==> src/rtl/mem_port_arbiter.sv <==
// Two-port (fetch/data) arbiter in front of a single fixed-latency memory.
// Alternates on ties, and services one read at a time through IDLE -> RD_WAIT -> RESP.
module mem_port_arbiter #(
    parameter int MEM_LAT = 2
) (
    input  logic        clk,
    input  logic        rst,
    input  logic        if_req,
    input  logic [31:0] if_addr,
    output logic        if_gnt,
    output logic        if_rvalid,
    output logic [63:0] if_rdata,
    input  logic        d_req,
    input  logic        d_we,
    input  logic [31:0] d_addr,
    input  logic [63:0] d_wdata,
    output logic        d_gnt,
    output logic        d_rvalid,
    output logic [63:0] d_rdata,
    output logic [31:0] mem_addr,
    output logic [63:0] mem_wdata,
    output logic        mem_wr,
    input  logic [63:0] mem_rdata,
    output logic        busy
);

    typedef enum logic [1:0] {
        IDLE    = 2'd0,
        RD_WAIT = 2'd1,
        RESP    = 2'd2
    } state_t;

    localparam logic OWN_IF = 1'b0;
    localparam logic OWN_D  = 1'b1;

    state_t      r_state;
    logic [2:0]  r_cnt;
    logic        r_last_grant;
    logic        r_owner;
    logic [31:0] r_addr;
    logic        r_if_rvalid;
    logic        r_d_rvalid;
    logic [63:0] r_if_rdata;
    logic [63:0] r_d_rdata;

    logic        w_idle;
    logic        w_gnt_if;
    logic        w_gnt_d;
    logic        w_any_gnt;
    logic        w_wr;
    logic        w_rd;
    logic [31:0] w_gnt_addr;

    // Gating with rst keeps grants and the write strobe quiet while reset is held.
    assign w_idle     = rst && (r_state == IDLE);
    assign w_gnt_if   = w_idle && if_req && (!d_req || (r_last_grant == OWN_D));
    assign w_gnt_d    = w_idle && d_req && (!if_req || (r_last_grant == OWN_IF));
    assign w_any_gnt  = w_gnt_if || w_gnt_d;
    assign w_wr       = w_gnt_d && d_we;
    assign w_rd       = w_gnt_if || (w_gnt_d && !d_we);
    assign w_gnt_addr = w_gnt_d ? d_addr : if_addr;

    assign if_gnt    = w_gnt_if;
    assign d_gnt     = w_gnt_d;
    assign mem_addr  = w_any_gnt ? w_gnt_addr : r_addr;
    assign mem_wr    = w_wr;
    assign mem_wdata = w_wr ? d_wdata : 64'd0;
    assign busy      = (r_state != IDLE);
    assign if_rvalid = r_if_rvalid;
    assign d_rvalid  = r_d_rvalid;
    assign if_rdata  = r_if_rdata;
    assign d_rdata   = r_d_rdata;

    always_ff @(posedge clk or negedge rst) begin
        if (!rst) begin
            r_state      <= IDLE;
            r_cnt        <= 3'd0;
            r_last_grant <= OWN_IF;
            r_owner      <= OWN_IF;
            r_addr       <= 32'd0;
            r_if_rvalid  <= 1'b0;
            r_d_rvalid   <= 1'b0;
            r_if_rdata   <= 64'd0;
            r_d_rdata    <= 64'd0;
        end else begin
            r_if_rvalid <= 1'b0;
            r_d_rvalid  <= 1'b0;
            case (r_state)
                IDLE: begin
                    if (w_any_gnt) begin
                        r_last_grant <= w_gnt_d ? OWN_D : OWN_IF;
                        r_addr       <= w_gnt_addr;
                        if (w_rd) begin
                            r_state <= RD_WAIT;
                            r_cnt   <= 3'(MEM_LAT - 1);
                            r_owner <= w_gnt_d ? OWN_D : OWN_IF;
                        end
                    end
                end
                RD_WAIT: begin
                    // Counter hits zero in the last latency cycle; mem_rdata is valid at this edge.
                    if (r_cnt == 3'd0) begin
                        r_state <= RESP;
                        if (r_owner == OWN_D) begin
                            r_d_rdata  <= mem_rdata;
                            r_d_rvalid <= 1'b1;
                        end else begin
                            r_if_rdata  <= mem_rdata;
                            r_if_rvalid <= 1'b1;
                        end
                    end else begin
                        r_cnt <= r_cnt - 3'd1;
                    end
                end
                RESP: begin
                    r_state <= IDLE;
                end
                default: begin
                    r_state <= IDLE;
                end
            endcase
        end
    end

endmodule

==> config.mk <==
export PLATFORM = sky130hd
export DESIGN_NAME = mem_port_arbiter
export DESIGN_NICKNAME = d
export VERILOG_FILES = /design/src/rtl/mem_port_arbiter.sv
export SDC_FILE = /design/constraint.sdc
export NUM_CORES = 1
export LEC_CHECK = 0
export CAP_MARGIN = 20
export CORE_AREA = 2 2 167 169
export CTS_CLUSTER_DIAMETER = 60
export CTS_CLUSTER_SIZE = 40
export DETAILED_ROUTE_END_ITERATION = 8
export DIE_AREA = 0 0 169 171
export PLACE_DENSITY_LB_ADDON = 0.1
export SYNTH_ARGS = -nofsm -noshare
export SYNTH_HDL_FRONTEND = slang
export SYNTH_SLANG_ARGS = --single-unit
==> constraint.sdc <==
create_clock -name clk -period 1.62 [get_ports clk]
set_input_delay 0.243 -clock clk [delete_from_list [all_inputs] [get_ports clk]]
set_output_delay 0.243 -clock clk [all_outputs]
set_load 0.02 [all_outputs]
# Word-level counts from Yosys, hierarchy flattened
# Index checks and enable logic that the tools add are counted.
# totals
wordCells,59
reg_bits,169
out_inout_bits,230
# op_classes
add_sub_neg,1
n_eq_ne,5
reduce_logical,24
n_bitwise,2
mux,18
# op_table
operator,n
two-way mux 32 bit,2
two-way mux 64 bit,1
AND reduction 3 bit,4
two-way mux 3 bit,3
!= test 2 bit (second input constant),4
logical AND 1 bit,7
two-way mux 1 bit,7
two-way mux 2 bit,3
one-hot mux 3 bit (2 select lines),1
logical OR 1 bit,4
one-hot mux 2 bit (2 select lines),1
AND reduction 4 bit,1
nonzero test 2 bit,2
zero test 1 bit,3
zero test 3 bit,1
subtractor 3 x 1 -> 3 bit (second input constant),1
equality test 2 x 1 -> 1 bit (second input constant),1
zero test 2 bit,1
inverter 1 bit,2
AND reduction 2 bit,1

# Logic depth before layout (Yosys ltp)
# logic_depth
depth_word,9
mapped_depth,8
depth_no_buf,6

# Least setup slack after synthesis
# No wires, ideal clock.
# synth_timing
path_type,register to output
from,register r_state[0]
to,output port mem_addr[10]
t_arrival_ns,1.561
path_stages_with_launch,7
path_buffers,2
setup_slack_ns,-0.184
t_required_ns,1.377
path_cell_list,dfrtp_1 nor3b_2 nand3_1 buf_6 buf_6 mux2i_1 a21oi_1
# synth_via
elab_chain_len,6
# synth_lines
item,line,text
"start, declared",36,state_t r_state;
"start signal, assigned",76,r_state <= IDLE;
"start signal, assigned",94,r_state <= RD_WAIT;
"start signal, assigned",103,r_state <= RESP;
zero test 2 bit *,55,assign w_idle = rst && (r_state == IDLE);
logical AND 1 bit *,55,
logical AND 1 bit (on tied branches) (2 in series),"57, 56",
two-way mux 32 bit or logical OR 1 bit (tied branches),"61, 58",
two-way mux 32 bit *,-,
"end, declared",20,"output logic [31:0] mem_addr,"
# Mark *: on every way between the ends. The rest lies on a longest branch, timed or not.

# Final worst setup path
# layout_timing
from,register r_state[0]
to,output port mem_wdata[62]
# layout_via
elab_chain_len,6
# layout_lines
item,line,text
zero test 2 bit,55,
logical AND 1 bit,55,
logical AND 1 bit (2 in series),57,assign w_gnt_d = w_idle && d_req && (!if_req || (r_last_grant == OWN_IF));
logical AND 1 bit,59,assign w_wr = w_gnt_d && d_we;
two-way mux 64 bit,67,assign mem_wdata = w_wr ? d_wdata : 64'd0;
"end, declared",21,"output logic [63:0] mem_wdata,"
# No other way between the ends.

==> qor.csv <==
metric,value,unit
endpoint,mem_wdata[62],
ys_ff_latch,169,
clock_path_buffers,2,
clock_latency,430,ps
start_util,26.9,%
antenna_cells,0,
cap_violations,0,
io_pins,427,
p_leak,6.03,nW
die-area,28900,um^2
cts.reportedPaths.clkPinSlew,70,ps
fp.coreArea,27300,um^2
arrival,2070,ps
synth_xor_area_share,0.119,%
vias,6262,
drive_above_1_share,47.5,%
synth.avg_cell_area,13.2,um^2
ant_nets,0,
hold_ws,-79.8,ps
synth_mux_area_share,24.4,%
relSlewSlack,33.9,%
p_per_area,1830,nW/um^2
hold_violations,47,
drtIter0Drc,253,
violations,"negative hold slack, negative setup slack",
min_period,2310,ps
cts_tree,yes,
dp.final_hpwl,18.0,mm
final.setup.worst_slack,-690,ps
startpoint,r_state[0]$_DFFE_PN0P_,
synthSimpleGateAreaFrac,8.64,%
r2r_cells,10,
cts-root-buf,clkbuf_16,
synth_compound_area_share,4.81,%
critPathLaunchType,flop,
post_drt_wl_per_cell,17.8,um
row_count,61,
hold_path_class,in -> async,
wl,25.5,mm
synth_top_family_by_area,multiplexers,
crit_fanout,18,
cts.sinks,169,
routed_via_density,4.38,
worstReg2RegEnd,r_addr[19]$_DFFE_PN0N_,
die_w,169,um
grt_pass1_wl,37.5,mm
grt_use_total,16.8,%
rrSetupSlack,-230,ps
cts_buffers,17,
setup_viol,355,
drc,0,
stdcell_area,14300,um^2
place_area,12700,um^2
fin_nets,1271,
syn_to_final_growth,93.8,%
postSynthCellCount,558,
path_class,reg -> out,
status,"finished, violations left",
synth.distinct_cells,26,
io_buffer_count,426,
ys_warn_count,0,
die_y,171,um
h-tree-depth,4,
finalCritPeriodShare,143,%
synth-adder-area-share,0.340,%
ys_seq_area_share,57.5,%
vdd_drop_max,0.836,mV
slew_viol_final,0,
grt_max_degree,77,
fin_worst_skew,20.3,ps
grt_pass1_vias,6270,
gp_congestion,0.814,
fmax,0.433,GHz
rsz0062_at_grt,yes,
fin_util,52.2,%
timing.rr.start,r_state[0]$_DFFE_PN0P_,
antenna_found_initial,0,
dr.pass1.iters,4,
tightestPinTransition,992,ps
cp-end-kind,output port,
syn-num-nets,757,
cp.required,1380,ps
grt.overflow.total,0,
synth_area,7360,um^2
## worst max-delay path: stages, from the launching register on
cell and delay, ps:
dfrtp_1 410, nor3b_4 300, nand3_4 160, nor2_4 180
buf_4 160, clkbuf_16 160, and2_1 150, buf_6 120
## where the power goes
part | leakage, nW | switching [mW] | total (mW) | internal [mW]
clock network | 0.297 | 2.05 | 4.18 | 2.14
registers | 1.97 | 1.01 | 7.36 | 6.35
logic | 3.76 | 6.72 | 14.5 | 7.81
## cell usage in the layout, fill, tap and decap left out, types with 2 or more instances in the layout
cell             count
dfrtp_1            169
nand2b_4             2
and2_4              16
and2_1               4
inv_6                5
buf_12              18
buf_6              100
clkinv_8             6
mux2_2             111
a21oi_2             42
buf_16               3
o21a_4               2
buf_2                3
clkdlybuf4s50_1    325
inv_8                2
nor2_2               7
nor2_4               8
nand3_4              2
and2_2              44
mux2_4               6
inv_1                4
nand2_1              4
mux2i_4             12
ha_1                 2
clkbuf_16           20
nand2b_1             2
buf_4               77
mux2i_2             19
a21oi_1             22
nor2_1              21
inv_2                2
mux2_1              14
## synthesized netlist by cell type, drive strengths merged
cell type,n,area (um^2)
mux2i,32,320
a21oi,64,320
clkbuf,2,7.51
o21ai,1,5.00
inv,6,22.5
buf,34,283
o211ai,1,21.3
ha,2,25.0
mux2,131,1480
nand2b,4,32.5
dfrtp,169,4230
nor3,1,10.0
o21a,1,7.51
nor2,36,145
xnor2,1,8.76
nor3b,1,12.5
nand3,2,10.0
or2,1,6.26
and2,64,400
nand2,5,18.8
## timing repair
item | CTS | global route
hold endpoints to repair | 47 | 47
endpoints found under the setup margin | 371 | 416
pin swaps | 3 | 3
setup buffers | 20 | 12
gates cloned | 6 | 3
gates resized for setup | 537 | 171
## cells by family after synthesis
group	after synthesis
mux	163
xor+xnor	1
buf+inv	42
fa+ha+maj	2
simple gates	114
flops	169
compound gates	67
## final cells by class
cell class              count  area (um^2)
repair buffers            530         5510
multi-input cells         348         3460
fillers                  2435        13100
clock inverters            14          173
inverters                   6         22.5
flip-flops and latches    169         4230
clock buffers              18          439
well taps                 346          433
## stage by stage
step | std cells | power, mW | worst slack [ps] | hold WS [ps] | setup TNS, ps
detailed placement | 1361 | 20.7 | -866 | 380 | -107100
global placement | 1361 | 20.6 | -870 | 388 | -106210
global route | 1431 | 27.5 | -816 | -44.8 | -113490
finish | 1431 | 26.1 | -690 | -79.8 | -79240
floorplan | 558 | 13.9 | -60.4 | -52.6 | -2970
CTS | 1418 | 25.5 | -781 | -86.2 | -84690
## per-layer routing
metal  routed length, um  track usage [%]  up-vias
met5                   0                0        -
met4                 623             5.50        0
met3                1780             5.25       40
met2               12000             26.7      241
met1               11200             21.9     3037
li1                    -                -     2944
## state kept, by name, indices dropped and copies added (netlist names)
register      cells
d_rdata          64
if_rdata         64
r_addr           32
r_cnt             3
r_state           2
d_rvalid          1
if_rvalid         1
r_last_grant      1
r_owner           1
## how the worst min path moves through the flow
stage / endpoint / cells past startpoint / start
6_report: d_rdata[57]$_DFFE_PN0P_ / 2 / rst
2_1_floorplan: d_rdata[0]$_DFFE_PN0P_ / 0 / rst
4_1_cts: d_rdata[39]$_DFFE_PN0P_ / 2 / rst
5_1_grt: if_rdata[39]$_DFFE_PN0P_ / 2 / rst
3_5_place_dp: d_rdata[57]$_DFFE_PN0P_ / 2 / rst
3_3_place_gp: d_rdata[57]$_DFFE_PN0P_ / 2 / rst
(Power assumes the default switching activity.)
